<file path="src/rtl/uart_pkg.sv">
// Shared UART definitions: receiver FSM states, frame-bit constants and
// baud-divisor derivation reused by both the receiver and the transmitter.
package uart_pkg;

  typedef enum logic [2:0] {
    IDLE,
    START,
    DATA,
    STOP,
    WAIT_IDLE
  } uart_state_t;

  localparam logic START_BIT = 1'b0;
  localparam logic STOP_BIT  = 1'b1;
  localparam int   DATA_BITS = 8;

  function automatic int baud_divisor(input int clock_frequency, input int baud_rate);
    return clock_frequency / baud_rate;
  endfunction

  function automatic int half_divisor(input int clock_frequency, input int baud_rate);
    return baud_divisor(clock_frequency, baud_rate) / 2;
  endfunction

endpackage

</file>
<file path="src/rtl/uart_rx_buffer.sv">
// First-word-fall-through byte FIFO for the UART receiver; reports a dropped
// write through overflow so the top can keep the sticky overrun flag.
module uart_rx_buffer #(
  parameter int DEPTH = 16,
  localparam int AW = $clog2(DEPTH)
) (
  input  logic        clk,
  input  logic        reset_n,
  input  logic        wr_en,
  input  logic [7:0]  wr_data,
  input  logic        rd_en,
  output logic [7:0]  rd_data,
  output logic        empty,
  output logic        full,
  output logic [AW:0] count,
  output logic        overflow
);

  localparam logic [AW:0] DEPTH_COUNT = (AW + 1)'(DEPTH);

  logic [7:0]    mem [DEPTH];
  logic [AW-1:0] wr_ptr_reg;
  logic [AW-1:0] rd_ptr_reg;
  logic [AW:0]   count_reg;
  logic [AW:0]   count_next;
  logic          do_rd;
  logic          do_wr;

  assign empty    = (count_reg == '0);
  assign full     = (count_reg == DEPTH_COUNT);
  assign count    = count_reg;

  // A pop frees a slot in the same cycle, so a full FIFO can still accept a write.
  assign do_rd    = rd_en & ~empty;
  assign do_wr    = wr_en & (~full | do_rd);
  assign overflow = wr_en & full & ~do_rd;

  // Head is read combinationally so the byte is presented without a pop.
  assign rd_data  = empty ? 8'h00 : mem[rd_ptr_reg];

  always_comb begin
    count_next = count_reg;
    if (do_wr && !do_rd) begin
      count_next = count_reg + 1'b1;
    end else if (do_rd && !do_wr) begin
      count_next = count_reg - 1'b1;
    end
  end

  always_ff @(posedge clk) begin
    if (do_wr) begin
      mem[wr_ptr_reg] <= wr_data;
    end
  end

  always_ff @(posedge clk or negedge reset_n) begin
    if (!reset_n) begin
      wr_ptr_reg <= '0;
      rd_ptr_reg <= '0;
      count_reg  <= '0;
    end else begin
      if (do_wr) wr_ptr_reg <= wr_ptr_reg + 1'b1;
      if (do_rd) rd_ptr_reg <= rd_ptr_reg + 1'b1;
      count_reg <= count_next;
    end
  end

endmodule

</file>
<file path="src/rtl/uart_rx_fifo.sv">
// UART 8N1 receiver: synchroniser, 3-sample majority filter, frame FSM and
// sticky error flags, feeding a FWFT receive buffer.
module uart_rx_fifo
  import uart_pkg::*;
#(
  parameter int CLOCK_FREQUENCY = 27000000,
  parameter int BAUD_RATE       = 115200,
  parameter int FIFO_DEPTH      = 16
) (
  input  logic                          clk,
  input  logic                          reset_n,
  input  logic                          uart_rx_pin,
  input  logic                          rd_en,
  input  logic                          clear_errors,
  output logic [7:0]                    rd_data,
  output logic                          rx_fifo_empty,
  output logic                          rx_fifo_full,
  output logic [$clog2(FIFO_DEPTH):0]   rx_fifo_count,
  output logic                          frame_error,
  output logic                          overrun_error
);

  localparam logic [15:0] DIV_LAST  = 16'(baud_divisor(CLOCK_FREQUENCY, BAUD_RATE) - 1);
  localparam logic [15:0] HALF_LAST = 16'(half_divisor(CLOCK_FREQUENCY, BAUD_RATE) - 1);

  logic        sync1_reg;
  logic        sync2_reg;
  logic [2:0]  window_reg;
  logic        sample;
  uart_state_t state_reg, state_next;
  logic [15:0] count_reg, count_next;
  logic [2:0]  bit_reg, bit_next;
  logic [7:0]  shift_reg, shift_next;
  logic        frame_error_reg;
  logic        overrun_error_reg;
  logic        wr_en;
  logic        frame_error_set;
  logic        overflow;

  assign sample = (window_reg[0] & window_reg[1]) |
                  (window_reg[0] & window_reg[2]) |
                  (window_reg[1] & window_reg[2]);

  always_comb begin
    state_next      = state_reg;
    count_next      = count_reg + 16'd1;
    bit_next        = bit_reg;
    shift_next      = shift_reg;
    wr_en           = 1'b0;
    frame_error_set = 1'b0;
    case (state_reg)
      IDLE: begin
        count_next = '0;
        if (sync2_reg == START_BIT) state_next = START;
      end
      START: begin
        // Re-check the start bit at mid-bit to reject short low glitches.
        if (count_reg == HALF_LAST) begin
          count_next = '0;
          bit_next   = '0;
          state_next = (sample == START_BIT) ? DATA : IDLE;
        end
      end
      DATA: begin
        if (count_reg == DIV_LAST) begin
          count_next = '0;
          shift_next = {sample, shift_reg[7:1]};
          bit_next   = bit_reg + 3'd1;
          if (bit_reg == 3'(DATA_BITS - 1)) state_next = STOP;
        end
      end
      STOP: begin
        if (count_reg == DIV_LAST) begin
          count_next = '0;
          if (sample == STOP_BIT) begin
            wr_en      = 1'b1;
            state_next = IDLE;
          end else begin
            frame_error_set = 1'b1;
            state_next      = WAIT_IDLE;
          end
        end
      end
      WAIT_IDLE: begin
        // A held-low break must not retrigger frames until the line idles.
        count_next = '0;
        if (sync2_reg == STOP_BIT) state_next = IDLE;
      end
      default: begin
        count_next = '0;
        state_next = IDLE;
      end
    endcase
  end

  always_ff @(posedge clk or negedge reset_n) begin
    if (!reset_n) begin
      sync1_reg         <= 1'b1;
      sync2_reg         <= 1'b1;
      window_reg        <= 3'b111;
      state_reg         <= IDLE;
      count_reg         <= '0;
      bit_reg           <= '0;
      shift_reg         <= '0;
      frame_error_reg   <= 1'b0;
      overrun_error_reg <= 1'b0;
    end else begin
      sync1_reg         <= uart_rx_pin;
      sync2_reg         <= sync1_reg;
      window_reg        <= {window_reg[1:0], sync2_reg};
      state_reg         <= state_next;
      count_reg         <= count_next;
      bit_reg           <= bit_next;
      shift_reg         <= shift_next;
      frame_error_reg   <= frame_error_set | (frame_error_reg & ~clear_errors);
      overrun_error_reg <= overflow | (overrun_error_reg & ~clear_errors);
    end
  end

  assign frame_error   = frame_error_reg;
  assign overrun_error = overrun_error_reg;

  uart_rx_buffer #(
    .DEPTH(FIFO_DEPTH)
  ) u_buffer (
    .clk     (clk),
    .reset_n (reset_n),
    .wr_en   (wr_en),
    .wr_data (shift_reg),
    .rd_en   (rd_en),
    .rd_data (rd_data),
    .empty   (rx_fifo_empty),
    .full    (rx_fifo_full),
    .count   (rx_fifo_count),
    .overflow(overflow)
  );

endmodule

</file>
<file path="config.mk">
export PLATFORM = sky130hd
export DESIGN_NAME = uart_rx_fifo
export DESIGN_NICKNAME = d
export VERILOG_FILES = /design/src/rtl/uart_pkg.sv /design/src/rtl/uart_rx_buffer.sv /design/src/rtl/uart_rx_fifo.sv
export SDC_FILE = /design/constraint.sdc
export NUM_CORES = 1
export LEC_CHECK = 0
export CORE_MARGIN = 1.5
export CORE_UTILIZATION = 35
export CTS_BUF_LIST = sky130_fd_sc_hd__clkbuf_8
export DETAILED_ROUTE_END_ITERATION = 10
export HOLD_SLACK_MARGIN = 0.06
export PLACE_DENSITY_LB_ADDON = 0.12
export RECOVER_POWER = 100
export SYNTH_ARGS = -nofsm -noshare
export SYNTH_HDL_FRONTEND = slang
export SYNTH_SLANG_ARGS = --single-unit
</file>
<file path="constraint.sdc">
create_clock -name clk -period 3.5 [get_ports clk]
set_input_delay 0.7 -clock clk [delete_from_list [all_inputs] [get_ports clk]]
set_output_delay 0.7 -clock clk [all_outputs]
set_load 0.01 [all_outputs]
</file>
==> metrics.md <==
| Metric | Value |
|---|---|
| Nets | 519 |
| N_diodes | 0 |
| Unique masters post-synth | 59 |
| Vias | around 4000 |
| P&R area growth vs syn | 11.1% |
| GRT Total Usage | 0.151 |
| Vias in the first global route | 4106 |
| Worst slew margin | -0.282 |
| Crit path top cell by count | nand2b_1 |
| Pins Over Slew Limit | 49 |
| Io pins | 22 |
| Total leakage power | 3.22 nW |
| # rows | 54 |
| Top_reg_cell synth | edfxtp_1 |
| Crit path DAT | 2.65 ns |
| Hold Crit Start | sync1_reg |
| CTS Sinks | about 180 |
| Vias per inst | 5.12 |
| Hold EP | sync2_reg |
| Fin util | 0.395 |
| GP Congestion | 0.813 |
| Die Area | roughly 23000 um2 |
| Setup bufs post-CTS | 0 |
| TritonCTS clock tree | yes |
| CTS Root Cell | clkbuf_8 |
| Clock transition at path regs | 0.09 ns |
| Worst min path class | flop to flop |
| Remaining DRCs | 0 |
| CTS Buf Count | 17 |
| Crit start category | flop |
| Crit path launch | u_buffer.count[1] |
| Setup repair after global routing missed its margin | no |
| Maximum VDD drop | 0.215 mV |
| Clock Path Buffers | 2 |
| Ratio of cells with drive above 1 in the final layout | 0.191 |
| Die span in y | approximately 150 um |
| Drt total wl | 15900 um |
| Fmax | 298 MHz |
| Seq/Total Area, Yosys | 0.662 |
| CP max stage delay | ~0.52 ns |
| Syn Nets | 483 |
| Worst setup path class | flop to output port |
| Worst reg2reg startpoint | count_reg[12] |
| Most area-consuming cells after synthesis | edfxtp_1, dfrtp_1, mux4_2 |
| Total grt overflow | 0 |
| Largest area contributor in the synthesized netlist | edfxtp_1 |
| Chip width | 151 um |
| Sequential fraction of design power | 0.612 |
| Crit Reg-Reg Endpoint | u_buffer.count[4] |
| Leading cell types in the layout, fill and taps excluded | edfxtp_1, dfrtp_1, mux4_2 |
| Power share of the combinational group | 0.005 |
| Core box area | around 22000 um2 |
| WP data required | roughly 2.8 ns |
| Min-Delay Path Depth | 0 |
| Tmin final | 3.35 ns |
| Initial core utilization | 0.355 |
| Outcome | finished with violations |
| CP max FO | 8 |
| YS warnings | 0 |
| Psw | 779 uW |
| Critical path, cell by cell | nor4_2, nand2b_1, nand2b_1, o22ai_1, clkdlybuf4s50_1 |
| Port bufs | 21 |
| First-pass GRT wire length | 24700 um |
| 1st-iter DRT viols | 270 |
| Largest net degree at the start of global routing | 31 |
| R2R setup slack | 0.37 ns |
| Switching Share | 0.213 |
| Crit-path leading delay family | simple AND/OR/NAND/NOR gates |
| Worst r2r path cells | 11 |
| Setup Skew | 0.0134 ns |
| Mean Syn Cell Area | 16.6 um2 |
| Commonest non-fill, non-tap cell in the layout | edfxtp_1 |
| First-pass DRT Iterations | 4 |
| H-tree levels | 4 |
| Synth top area share | 0.499 |
| Clock Latency Late Sink | 0.46 ns |
| Crit path max-delay cell type | clkdlybuf4s50_1 |
| Max-cap violations | 2 |
| TNS Setup | 0 ns |
| PwrDens | 428 nW/um2 |
| Mapped Area | 7700 um2 |
| Worst slew pin tran | 1.92 ns |
| Routed len/inst | 20.0 um |
| Mapped Cells | 463 |
| Ys async rst share | 0.281 |
| CP Capture Type | output port |
| Worst path bufs/invs | 1 |
| Internal power | between 2 and 3 mW |
| FILL cells | 2019 |
| Final antenna-violating net count | 0 |
| Number of synthesized flops with an enable pin | about 130 |
| Max FFs per register | 128 |
| Clock Power Share | 0.383 |
| Synthesis-stage register bit count | ~180 |
| Final hold violation count | 0 |
| Final worst-path cycle share | 0.958 |
| Failing checks | max-capacitance violations, max-slew violations |
| Initial antenna violation count | 0 |
| Finish-stage setup viols | 0 |
| Post-DP HPWL | 10000 um |
## power groups by stage
stage / logic [mW] / clock network (mW) / registers, mW
3_5_place_dp: 0.0212 / 0 / 2.29
5_1_grt: 0.0222 / 1.54 / 2.24
2_1_floorplan: 0.00250 / 0 / 2.29
6_report: 0.0187 / 1.40 / 2.24
4_1_cts: 0.0213 / 1.46 / 2.24
3_3_place_gp: 0.0205 / 0 / 2.29
## through the flow
stage	power [mW]	area, um2	instances	setup WS, ns	hold slack (ns)
after floorplan	2.29	7700	463	0.812	0.345
after global placement	2.31	8310	760	0.382	0.351
after detailed placement	2.31	8310	760	0.313	0.347
after CTS	3.72	8710	792	0.00422	0.288
after global routing	3.80	8560	792	0.0106	0.371
final	3.66	8560	792	0.147	0.368
## how the worst max path moves through the flow
| stage | slack (ns) | depth (start not counted) | endpoint |
|---|---|---|---|
| global placement | 0.38 | 11 | u_buffer.count[4] |
| floorplan | 0.81 | 11 | u_buffer.count[4] |
| global route | 0.01 | 5 | rd_data[6] |
| CTS | 0.004 | 5 | rd_data[6] |
| detailed placement | 0.31 | 11 | u_buffer.count[4] |
| finish | 0.15 | 5 | rd_data[6] |
## kinds of logic (layout without fill, tap and decap cells)
kind of cell	after synthesis	after routing	share of synthesized area
AOI/OAI and AO/OA	38	38	0.0326
xor gates and xnor gates	22	22	0.0250
adders and majority gates	16	16	0.0266
buffers and inverters	36	85	0.0231
DFF	178	178	0.662
muxes	59	59	0.133
and+or+nand+nor	114	114	0.0973
## timing repair
action	in CTS	in global routing
gates resized for setup	0	2
hold buffers	0	0
setup endpoints to repair	0	8
## metal layers
| layer | global-route usage | part of all wire | vias up |
|---|---|---|---|
| met5 | 0 | 0 | - |
| met4 | 0.0515 | 0.014 | 0 |
| met3 | 0.0289 | 0.039 | 14 |
| met2 | 0.235 | 0.49 | 87 |
| met1 | 0.210 | 0.46 | 2098 |
| li1 | - | - | 1859 |
## layout make-up
type / instances / area (um2) / area share
timing repair buffer: 40 / 319 / 0.0373
clock inverter: 15 / 160 / 0.0187
inverter: 13 / 50.0 / 0.00585
sequential: 178 / 5100 / 0.596
clock buffer: 17 / 234 / 0.0273
tap: 280 / 350 / 0.0409
multi-input combinational: 249 / 2340 / 0.274
## cells in the mapped netlist, drive strengths merged, types with 2 or more instances
library cell,n
xnor2,14
and2,2
a221o,2
inv,13
o21ai,10
dfrtp,45
nand3,16
nor2b,3
a21oi,9
clkbuf,8
nand4,10
mux2,10
nand3b,2
o22ai,9
nor3,10
or3,3
and4,3
buf,15
dfstp,5
ha,14
nand2b,3
nand2,17
xor2,8
mux4,32
mux2i,17
nor2,26
a21o,2
and3,5
nor4,5
and4b,2
edfxtp,128
nor4b,3
## worst reg2reg max path, stage by stage (launching register included)
cell and delay [ns]:
dfrtp_1 0.47, nor4_4 0.39, nand4_1 0.26, nand3b_1 0.27, clkinvlp_2 0.21, ha_1 0.20, inv_1 0.11, fa_1 0.44
a21o_1 0.18, a21oi_1 0.16, mux2i_1 0.25, xnor2_1 0.14
Power figures use the tool's default switching activity.
